<file path="config.mk">
export PLATFORM = sky130hd
export DESIGN_NAME = uart_tx_arbiter
export DESIGN_NICKNAME = d
export VERILOG_FILES = /design/src/rtl/uart_tx_arbiter.sv
export SDC_FILE = /design/constraint.sdc
export NUM_CORES = 1
export LEC_CHECK = 0
export BUFFER_PORTS_ARGS = -buffer_cell sky130_fd_sc_hd__buf_4
export CORE_MARGIN = 2
export CORE_UTILIZATION = 50
export CTS_CLUSTER_DIAMETER = 50
export CTS_CLUSTER_SIZE = 12
export DETAILED_ROUTE_END_ITERATION = 6
export GPL_ROUTABILITY_DRIVEN = 0
export GPL_TIMING_DRIVEN = 0
export PLACE_DENSITY = 0.84
export REMOVE_ABC_BUFFERS = 1
export SLEW_MARGIN = 25
export SYNTH_ARGS = -nofsm -noshare
export SYNTH_HDL_FRONTEND = slang
export SYNTH_SLANG_ARGS = --single-unit
</file>
<file path="constraint.sdc">
create_clock -name clk_3125 -period 3.32 [get_ports clk_3125]
set_clock_uncertainty 0.2 [all_clocks]
set_input_delay 0.332 -clock clk_3125 [delete_from_list [all_inputs] [get_ports clk_3125]]
set_output_delay 0.332 -clock clk_3125 [all_outputs]
set_load 0.05 [all_outputs]
</file>
<file path="src/rtl/uart_tx_arbiter.sv">
// Round-robin arbiter sharing one UART transmitter among NUM_REQ byte producers.
// Every output is registered and trails the FSM state by one clock. A grant
// decided at edge k is therefore visible between edges k+1 and k+2. A frame
// outcome decided at edge m is visible between edges m+1 and m+2.
module uart_tx_arbiter #(
  parameter int NUM_REQ        = 3,
  parameter int GAP_CYCLES     = 14,
  parameter int TIMEOUT_CYCLES = 336
) (
  input  logic                 clk_3125,
  input  logic                 rst,
  input  logic [NUM_REQ-1:0]   req,
  input  logic [8*NUM_REQ-1:0] req_data,
  input  logic                 tx_done,
  output logic [NUM_REQ-1:0]   gnt,
  output logic                 tx_start,
  output logic [7:0]           tx_data,
  output logic [NUM_REQ-1:0]   done,
  output logic [NUM_REQ-1:0]   err,
  output logic                 busy
);

  localparam int IDX_W   = (NUM_REQ > 1) ? $clog2(NUM_REQ) : 1;
  localparam int CNT_MAX = (TIMEOUT_CYCLES > GAP_CYCLES) ? TIMEOUT_CYCLES : GAP_CYCLES;
  localparam int CNT_W   = $clog2(CNT_MAX + 1);

  localparam logic [CNT_W-1:0] TO_LAST  = CNT_W'(TIMEOUT_CYCLES - 1);
  localparam logic [CNT_W-1:0] GAP_LAST = CNT_W'(GAP_CYCLES - 1);
  localparam logic [CNT_W-1:0] CNT_SAT  = CNT_W'(CNT_MAX);
  localparam logic [CNT_W-1:0] CNT_ONE  = {{(CNT_W-1){1'b0}}, 1'b1};
  localparam logic [CNT_W-1:0] CNT_ZERO = {CNT_W{1'b0}};
  localparam logic [IDX_W-1:0] LAST_RST = IDX_W'(NUM_REQ - 1);

  typedef enum logic [1:0] {
    IDLE      = 2'd0,
    GRANT     = 2'd1,
    WAIT_DONE = 2'd2,
    GAP       = 2'd3
  } state_t;

  state_t             state_r, next_s;
  logic [CNT_W-1:0]   cnt_r, cnt_inc_s;
  logic [IDX_W-1:0]   last_r, win_r, win_s, cand_s;
  logic [7:0]         byte_r, byte_s;
  logic               found_s, done_ev_s, err_ev_s;
  logic               done_pend_r, err_pend_r;
  logic [NUM_REQ-1:0] win_oh_s;
  logic [NUM_REQ-1:0] gnt_r, done_r, err_r;
  logic               tx_start_r, busy_r;
  logic [7:0]         tx_data_r;

  assign gnt      = gnt_r;
  assign tx_start = tx_start_r;
  assign tx_data  = tx_data_r;
  assign done     = done_r;
  assign err      = err_r;
  assign busy     = busy_r;

  // Round-robin pick: search ascends from last+1 (mod NUM_REQ); first set bit wins.
  always_comb begin
    win_s   = last_r;
    found_s = 1'b0;
    cand_s  = last_r;
    byte_s  = 8'h00;
    for (int i = 1; i <= NUM_REQ; i++) begin
      cand_s = IDX_W'((int'(last_r) + i) % NUM_REQ);
      if (!found_s && req[cand_s]) begin
        win_s   = cand_s;
        found_s = 1'b1;
      end else begin
        found_s = found_s;
      end
    end
    for (int i = 0; i < NUM_REQ; i++) begin
      if (win_s == IDX_W'(i)) begin
        byte_s = req_data[8*i +: 8];
      end else begin
        byte_s = byte_s;
      end
    end
  end

  // One-hot decode of the latched winner, shared by gnt, done and err.
  always_comb begin
    win_oh_s = {{(NUM_REQ-1){1'b0}}, 1'b1} << win_r;
  end

  // Next-state logic and frame-outcome events.
  // The timeout test looks at cnt+1 so that err lands exactly TIMEOUT_CYCLES
  // cycles after the tx_start cycle. tx_done is checked first, so it wins a tie.
  always_comb begin
    next_s    = state_r;
    done_ev_s = 1'b0;
    err_ev_s  = 1'b0;
    cnt_inc_s = cnt_r + CNT_ONE;
    case (state_r)
      IDLE: begin
        if (|req) next_s = GRANT;
        else      next_s = IDLE;
      end
      GRANT: begin
        next_s = WAIT_DONE;
      end
      WAIT_DONE: begin
        if (tx_done) begin
          done_ev_s = 1'b1;
          next_s    = GAP;
        end else if (cnt_inc_s == TO_LAST) begin
          err_ev_s  = 1'b1;
          next_s    = GAP;
        end else begin
          next_s    = WAIT_DONE;
        end
      end
      GAP: begin
        if (cnt_r == GAP_LAST) next_s = IDLE;
        else                   next_s = GAP;
      end
      default: begin
        next_s = IDLE;
      end
    endcase
  end

  // State register.
  always_ff @(posedge clk_3125 or posedge rst) begin
    if (rst) state_r <= IDLE;
    else     state_r <= next_s;
  end

  // Shared cycle counter: cleared on every state change, saturates instead of wrapping.
  always_ff @(posedge clk_3125 or posedge rst) begin
    if (rst)                     cnt_r <= CNT_ZERO;
    else if (next_s != state_r)  cnt_r <= CNT_ZERO;
    else if (cnt_r != CNT_SAT)   cnt_r <= cnt_inc_s;
    else                         cnt_r <= cnt_r;
  end

  // Latch the winner, its byte and the rotation pointer when leaving IDLE.
  always_ff @(posedge clk_3125 or posedge rst) begin
    if (rst) begin
      last_r <= LAST_RST;
      win_r  <= {IDX_W{1'b0}};
      byte_r <= 8'h00;
    end else if (state_r == IDLE && (|req)) begin
      last_r <= win_s;
      win_r  <= win_s;
      byte_r <= byte_s;
    end else begin
      last_r <= last_r;
      win_r  <= win_r;
      byte_r <= byte_r;
    end
  end

  // Registered outputs; done/err go through a pending flag to line up with the state lag.
  always_ff @(posedge clk_3125 or posedge rst) begin
    if (rst) begin
      gnt_r       <= {NUM_REQ{1'b0}};
      tx_start_r  <= 1'b0;
      tx_data_r   <= 8'h00;
      done_pend_r <= 1'b0;
      err_pend_r  <= 1'b0;
      done_r      <= {NUM_REQ{1'b0}};
      err_r       <= {NUM_REQ{1'b0}};
      busy_r      <= 1'b0;
    end else begin
      gnt_r       <= (state_r == GRANT) ? win_oh_s : {NUM_REQ{1'b0}};
      tx_start_r  <= (state_r == GRANT);
      tx_data_r   <= (state_r == GRANT) ? byte_r : tx_data_r;
      done_pend_r <= done_ev_s;
      err_pend_r  <= err_ev_s;
      done_r      <= done_pend_r ? win_oh_s : {NUM_REQ{1'b0}};
      err_r       <= err_pend_r ? win_oh_s : {NUM_REQ{1'b0}};
      busy_r      <= (state_r != IDLE) && (next_s != IDLE);
    end
  end

endmodule
</file>
* Word level (Yosys, flattened, before mapping)
Cells that the tools add are included.
** Word-level totals
- Register bits :: 44
- Output and inout bits :: 19
- Input bits :: 30
** Cells by class
- Reductions and logical operators :: 12
- Shift-type cells :: 1
- Add/sub/neg operators :: 4
- Equality and inequality tests :: 9
- Divide/modulo/power cells :: 3
- $lt $le $gt $ge :: 3
- Muxes and demuxes :: 29
** Operators by type and width (number)
- $mod A32 B3 Y32 const B :: 3
- $mux W8 :: 3
- $mux W9 :: 2
- $mux W1 :: 13
- $add A9 B1 Y9 const B :: 1
- $eq A9 B4 Y1 const B :: 1
- $eq A9 B9 Y1 const B :: 1
- $lt A2 B3 Y1 const B :: 3
- $mux W3 :: 3
- $ne A9 B9 Y1 const B :: 1
- $mux W2 :: 4
- $pmux W2 S4 :: 1
- $add A2 B2 Y3 const B :: 2
- $bmux W1 S2 :: 3
- $eq A2 B2 Y1 const B :: 3
- $reduce_bool A2 Y1 :: 3
- $eq A2 B1 Y1 const B :: 2
- $logic_and A1 B1 Y1 :: 4
- $logic_not A2 Y1 :: 2
- $add A2 B1 Y3 const B :: 1
- $reduce_or A3 Y1 :: 1
- $shl A1 B2 Y3 const A :: 1
- $logic_not A1 Y1 :: 2
- $ne A2 B2 Y1 :: 1

* Longest topological paths before layout
- Depth after elaboration :: 15
- Depth in mapped cells :: 10
- Depth with buffers taken out :: 8

* Worst setup path before layout
No wires, ideal clock.
- Path kind :: flip-flop to flip-flop
- Start point :: register last_r[0]
- End point :: register byte_r[0]
- Data arrival time :: 2.064 ns
- Setup time :: 0.124 ns
- Cell stages (with the launch flop) :: 11
- Clock period less this slack :: 2.388 ns
- Slack :: 0.932 ns
- Cells stage by stage :: dfrtp_1 inv_1 ha_1 buf_2 nand2_1 or3_1 and4_1 buf_4 nand3_1 a211oi_1 a211o_1
** Between the ends
- Longest elaborated chain between the ends :: 15
- Elaborated cells between the ends (all ways) :: 27
- Classes of those cells :: 3 x add/sub; 3 x div; 2 x eq/ne; 14 x mux; 5 x reduce/logical
** RTL lines
- from (decl) :: RTL line 43 : logic [IDX_W-1:0] last_r, win_r, win_s, cand_s;
- from (signal assigned) :: RTL line 146 : last_r <= win_s;
- from (signal assigned) :: RTL line 150 : last_r <= last_r;
- $add A2 B1 Y3 :: RTL line 66 : cand_s = IDX_W'((int'(last_r) + i) % NUM_REQ);
- $mod A32 B3 Y32 :: RTL line 66
- $bmux W1 S2 :: RTL line 67 : if (!found_s && req[cand_s]) begin
- $mux W1 (implied by the code) :: RTL line 67
- $mux W1 :: RTL line 67
- $logic_not A1 Y1 :: RTL line 67
- $logic_and A1 B1 Y1 :: RTL line 67
- $mux W1 :: RTL line 67
- $logic_not A1 Y1 :: RTL line 67
- $logic_and A1 B1 Y1 :: RTL line 67
- $mux W2 * :: RTL line 67
- $logic_not A2 Y1 :: RTL line 75 : if (win_s == IDX_W'(i)) begin
- $mux W8 (2 in a row) :: RTL line 75
- $mux W8 * :: RTL line 75
- to (signal assigned) :: RTL line 148 : byte_r <= byte_s;
- to (signal assigned) :: RTL line 152 : byte_r <= byte_r;
- to (decl) :: RTL line 44 : logic [7:0] byte_r, byte_s;
Every way passes the cells marked *; elsewhere a longest branch is shown, timed or not. The select of a mux whose other input is x is not followed.
A chain may end at the register's enable or synchronous reset.

* Worst setup path after layout
- Start point :: register last_r[0]
- End point :: register byte_r[1]
The elaborated chain is that of the path after synthesis.

==> flow_metrics.env <==
export IMPL_outcome="finished, final reports clean"
export IMPL_drc_errors=0
export IMPL_dp_hpwl_um=3510
export IMPL_cts_tree="done"
export IMPL_die_y_um=71.2
export IMPL_final_hold_viol_count=0
export IMPL_finalSetupTns_ns=0
export IMPL_hp_class="input pin to register"
export IMPL_min_path_cells=3
export IMPL_crit_fanout=12
export IMPL_grt_usage_pct=19.8
export IMPL_ios=49
export IMPL_drt_iter0_drc=167
export IMPL_finalCritPeriodShare_pct=87.0
export IMPL_p_int_uw=1320
export IMPL_p_clk_share_pct=13.7
export IMPL_io_buffer_count=48
export IMPL_drive_above_1_share_pct=28.3
export IMPL_cts_sinks=43
export IMPL_power_density_nw_per_um2=886
export IMPL_yosys_warnings=0
export IMPL_grt_pass1_wl_um=8110
export IMPL_period_needed_ns=2.89
export IMPL_cp_start_kind="register"
export IMPL_yosys_area_top_type="dfrtp_1"
export IMPL_h_tree_depth=2
export IMPL_synthFlopType="dfrtp_1"
export IMPL_maxCapViolations=0
export IMPL_p_switching_uw=1140
export IMPL_die_area_um2=5070
export IMPL_comb_power_share_pct=52.9
export IMPL_numCtsBuffers=5
export IMPL_ys_seq_area_share_pct=47.8
export IMPL_firstDrtPassIters=4
export IMPL_synth_top_cells_by_count="42 x dfrtp_1, 18 x nor2_1, 12 x nand3_1"
export IMPL_end_kind="register"
export IMPL_syn_inst=217
export IMPL_worstHoldEndpoint="byte_r[5]$_DFFE_PP0P_"
export IMPL_rows=24
export IMPL_switching_share_pct=46.3
export IMPL_core_um2=4350
export IMPL_power_uw=2460
export IMPL_nNetsFinal=300
export IMPL_syn_area_um2=2260
export IMPL_wl_per_cell_um=15.1
export IMPL_setup_viol=0
export IMPL_dieWidth_um=71.2
export IMPL_hp_start="req_data[13]"
export IMPL_synthTopCellsByArea="dfrtp_1 47%, mux2_2 4.0%, and4_1 3.5%"
export IMPL_rrSetupSlack_ns=0.43
export IMPL_rr_endpoint="byte_r[1]$_DFFE_PP0P_"
export IMPL_overflow=0
export IMPL_start_util_pct=51.8
export IMPL_syn_avg_cell_area_um2=10.4
export IMPL_grt_max_degree=24
export IMPL_max_slew_margin_rel_pct=61.5
export IMPL_reg2reg_from="last_r[0]$_DFFE_PP0P_"
export IMPL_slew_viol_final=0
export IMPL_wirelength_um=4790
export IMPL_rsz0062_at_grt="no"
export IMPL_crit_type="register to register"
export IMPL_postRouteAntennaNets=0
export IMPL_p_leak_uw=0.00131
export IMPL_synth_edf_count=0
export IMPL_reg2regPathDepth=8
export IMPL_ir_drop_mv=0.478
export IMPL_clk_latency_ns=0.29
export IMPL_seqPwrFrac_pct=33.4
export IMPL_synth_top_cell_area_share_pct=46.6
export IMPL_cts_root_buffer="clkbuf_8"
export IMPL_max_freq_mhz=346
export IMPL_crit_arrival_ns=2.87
export IMPL_worst_slew_pin_slew_ns=0.577
export IMPL_vias=1848
export IMPL_synth_async_reset_ratio_pct=100
export IMPL_antenna_found_initial=0
export IMPL_yosysMostFrequentCell="dfrtp_1"
export IMPL_synth_seq_cells=43
export IMPL_fillers=352
export IMPL_ys_types=49
export IMPL_required_ns=3.30
export IMPL_antenna_cells=0
export IMPL_path_clk_slew_ns=0.09
export IMPL_grt_pass1_vias=1780
export IMPL_areaGrowthSynthToFinish_pct=23.1
export IMPL_clk_path_buf_depth=2
export IMPL_vias_per_cell=5.83
-- per-layer routing --
metal	wire, um	global-route usage (%)	up-vias
met1	2070	25.5	876
met4	59	5.45	0
met2	2320	32.9	69
met3	340	5.56	8
li1	-	-	895
met5	0	0	-
-- cell type report --
| class | count | area, um^2 | area share [%] |
|---|---|---|---|
| Clock buffer | 5 | 68.8 | 2.48 |
| Timing Repair Buffer | 52 | 419 | 15.1 |
| Tap cell | 52 | 65.1 | 2.34 |
| Multi-Input combinational cell | 153 | 1090 | 39.2 |
| Clock inverter | 3 | 23.8 | 0.856 |
| Sequential cell | 43 | 1080 | 38.8 |
| Inverter | 9 | 33.8 | 1.22 |
-- worst max path at each step --
stage | start | to | slack (ns) | cells past startpoint
6_report | last_r[0]$_DFFE_PP0P_ | byte_r[1]$_DFFE_PP0P_ | 0.43 | 8
5_1_grt | last_r[0]$_DFFE_PP0P_ | byte_r[0]$_DFFE_PP0P_ | 0.28 | 8
4_1_cts | last_r[0]$_DFFE_PP0P_ | byte_r[1]$_DFFE_PP0P_ | 0.47 | 8
3_5_place_dp | last_r[0]$_DFFE_PP0P_ | byte_r[1]$_DFFE_PP0P_ | 0.48 | 8
3_3_place_gp | req[2] | byte_r[5]$_DFFE_PP0P_ | 0.32 | 4
2_1_floorplan | last_r[0]$_DFFE_PP0P_ | byte_r[0]$_DFFE_PP0P_ | 0.87 | 8
-- critical path, cell delays in order, from the launching register on --
cell      delay, ns
dfrtp_1        0.45
inv_1          0.16
ha_1           0.51
nand2b_1       0.21
o22a_1         0.15
and4_1         0.40
nand2_2        0.22
and4_1         0.25
a211o_1        0.22
-- cells in the final DEF, fill, tap and decap left out, types with 2 or more instances in the layout --
cell type and n:
xor2_1 6, nor3_1 4, and4bb_1 2, o211ai_1 3, o21ai_1 4, inv_2 2, o21ai_0 11, nand2b_1 3
a211oi_1 8, or3b_2 2, nor2b_1 2, and3_1 6, xnor2_1 2, nor3b_1 5, nor2_1 18, clkinvlp_4 2
nand2_1 7, a21oi_1 3, buf_4 48, nor4_1 2, mux2_2 8, clkbuf_8 5, inv_1 7, dlygate4sd3_1 2
dfrtp_1 42, a211o_1 8, nand3_1 12, nand4_1 5, and4_1 9, ha_1 6
-- state kept, by name, indices dropped and copies added, names as in the netlist, 2 cells and up --
| register | flops |
|---|---|
| gnt | 3 |
| last_r | 2 |
| tx_data | 8 |
| cnt_r | 9 |
| err | 3 |
| byte_r | 8 |
| state_r | 2 |
| done | 3 |
-- cells by family (layout without fill, tap and decap cells) --
family                   count (synthesis)  in the layout  synth area share, %
XOR/XNOR                                 8              8                 3.11
adder cells (fa/ha/maj)                  6              6                 3.33
multiplexers                             9              9                 4.44
buffers and inverters                   21             69                 4.60
AO/OA/AOI/OAI                           45             45                 14.1
flip-flops                              43             43                 47.8
AND/OR/NAND/NOR                         85             85                 22.6
-- timing repair --
action / in CTS / in global routing
gates resized for setup: 0 / 0
hold endpoints to repair: 21 / 0
setup buffers: 0 / 0
endpoints found under the setup margin: 0 / 0
hold buffers: 2 / 0
-- power by group through the flow --
stage	logic (uW)	registers [uW]	clock network, uW
after floorplan	709	1040	0
after global placement	1240	828	0
after detailed placement	1290	832	0
after CTS	1300	822	344
after global routing	1410	845	367
final	1300	822	336
-- through the flow --
stage	instance area [um^2]	utilization, %	setup WS [ns]	hold WS (ns)	std cells
3_3_place_gp	2610	60.0	0.321	0.269	305
2_1_floorplan	2190	-	0.865	0.198	205
4_1_cts	2780	63.8	0.470	0.180	317
6_report	2780	63.8	0.432	0.190	317
3_5_place_dp	2660	61.2	0.479	0.184	307
5_1_grt	2780	63.8	0.284	0.203	317
No activity file was read; power rests on OpenSTA's default activity.
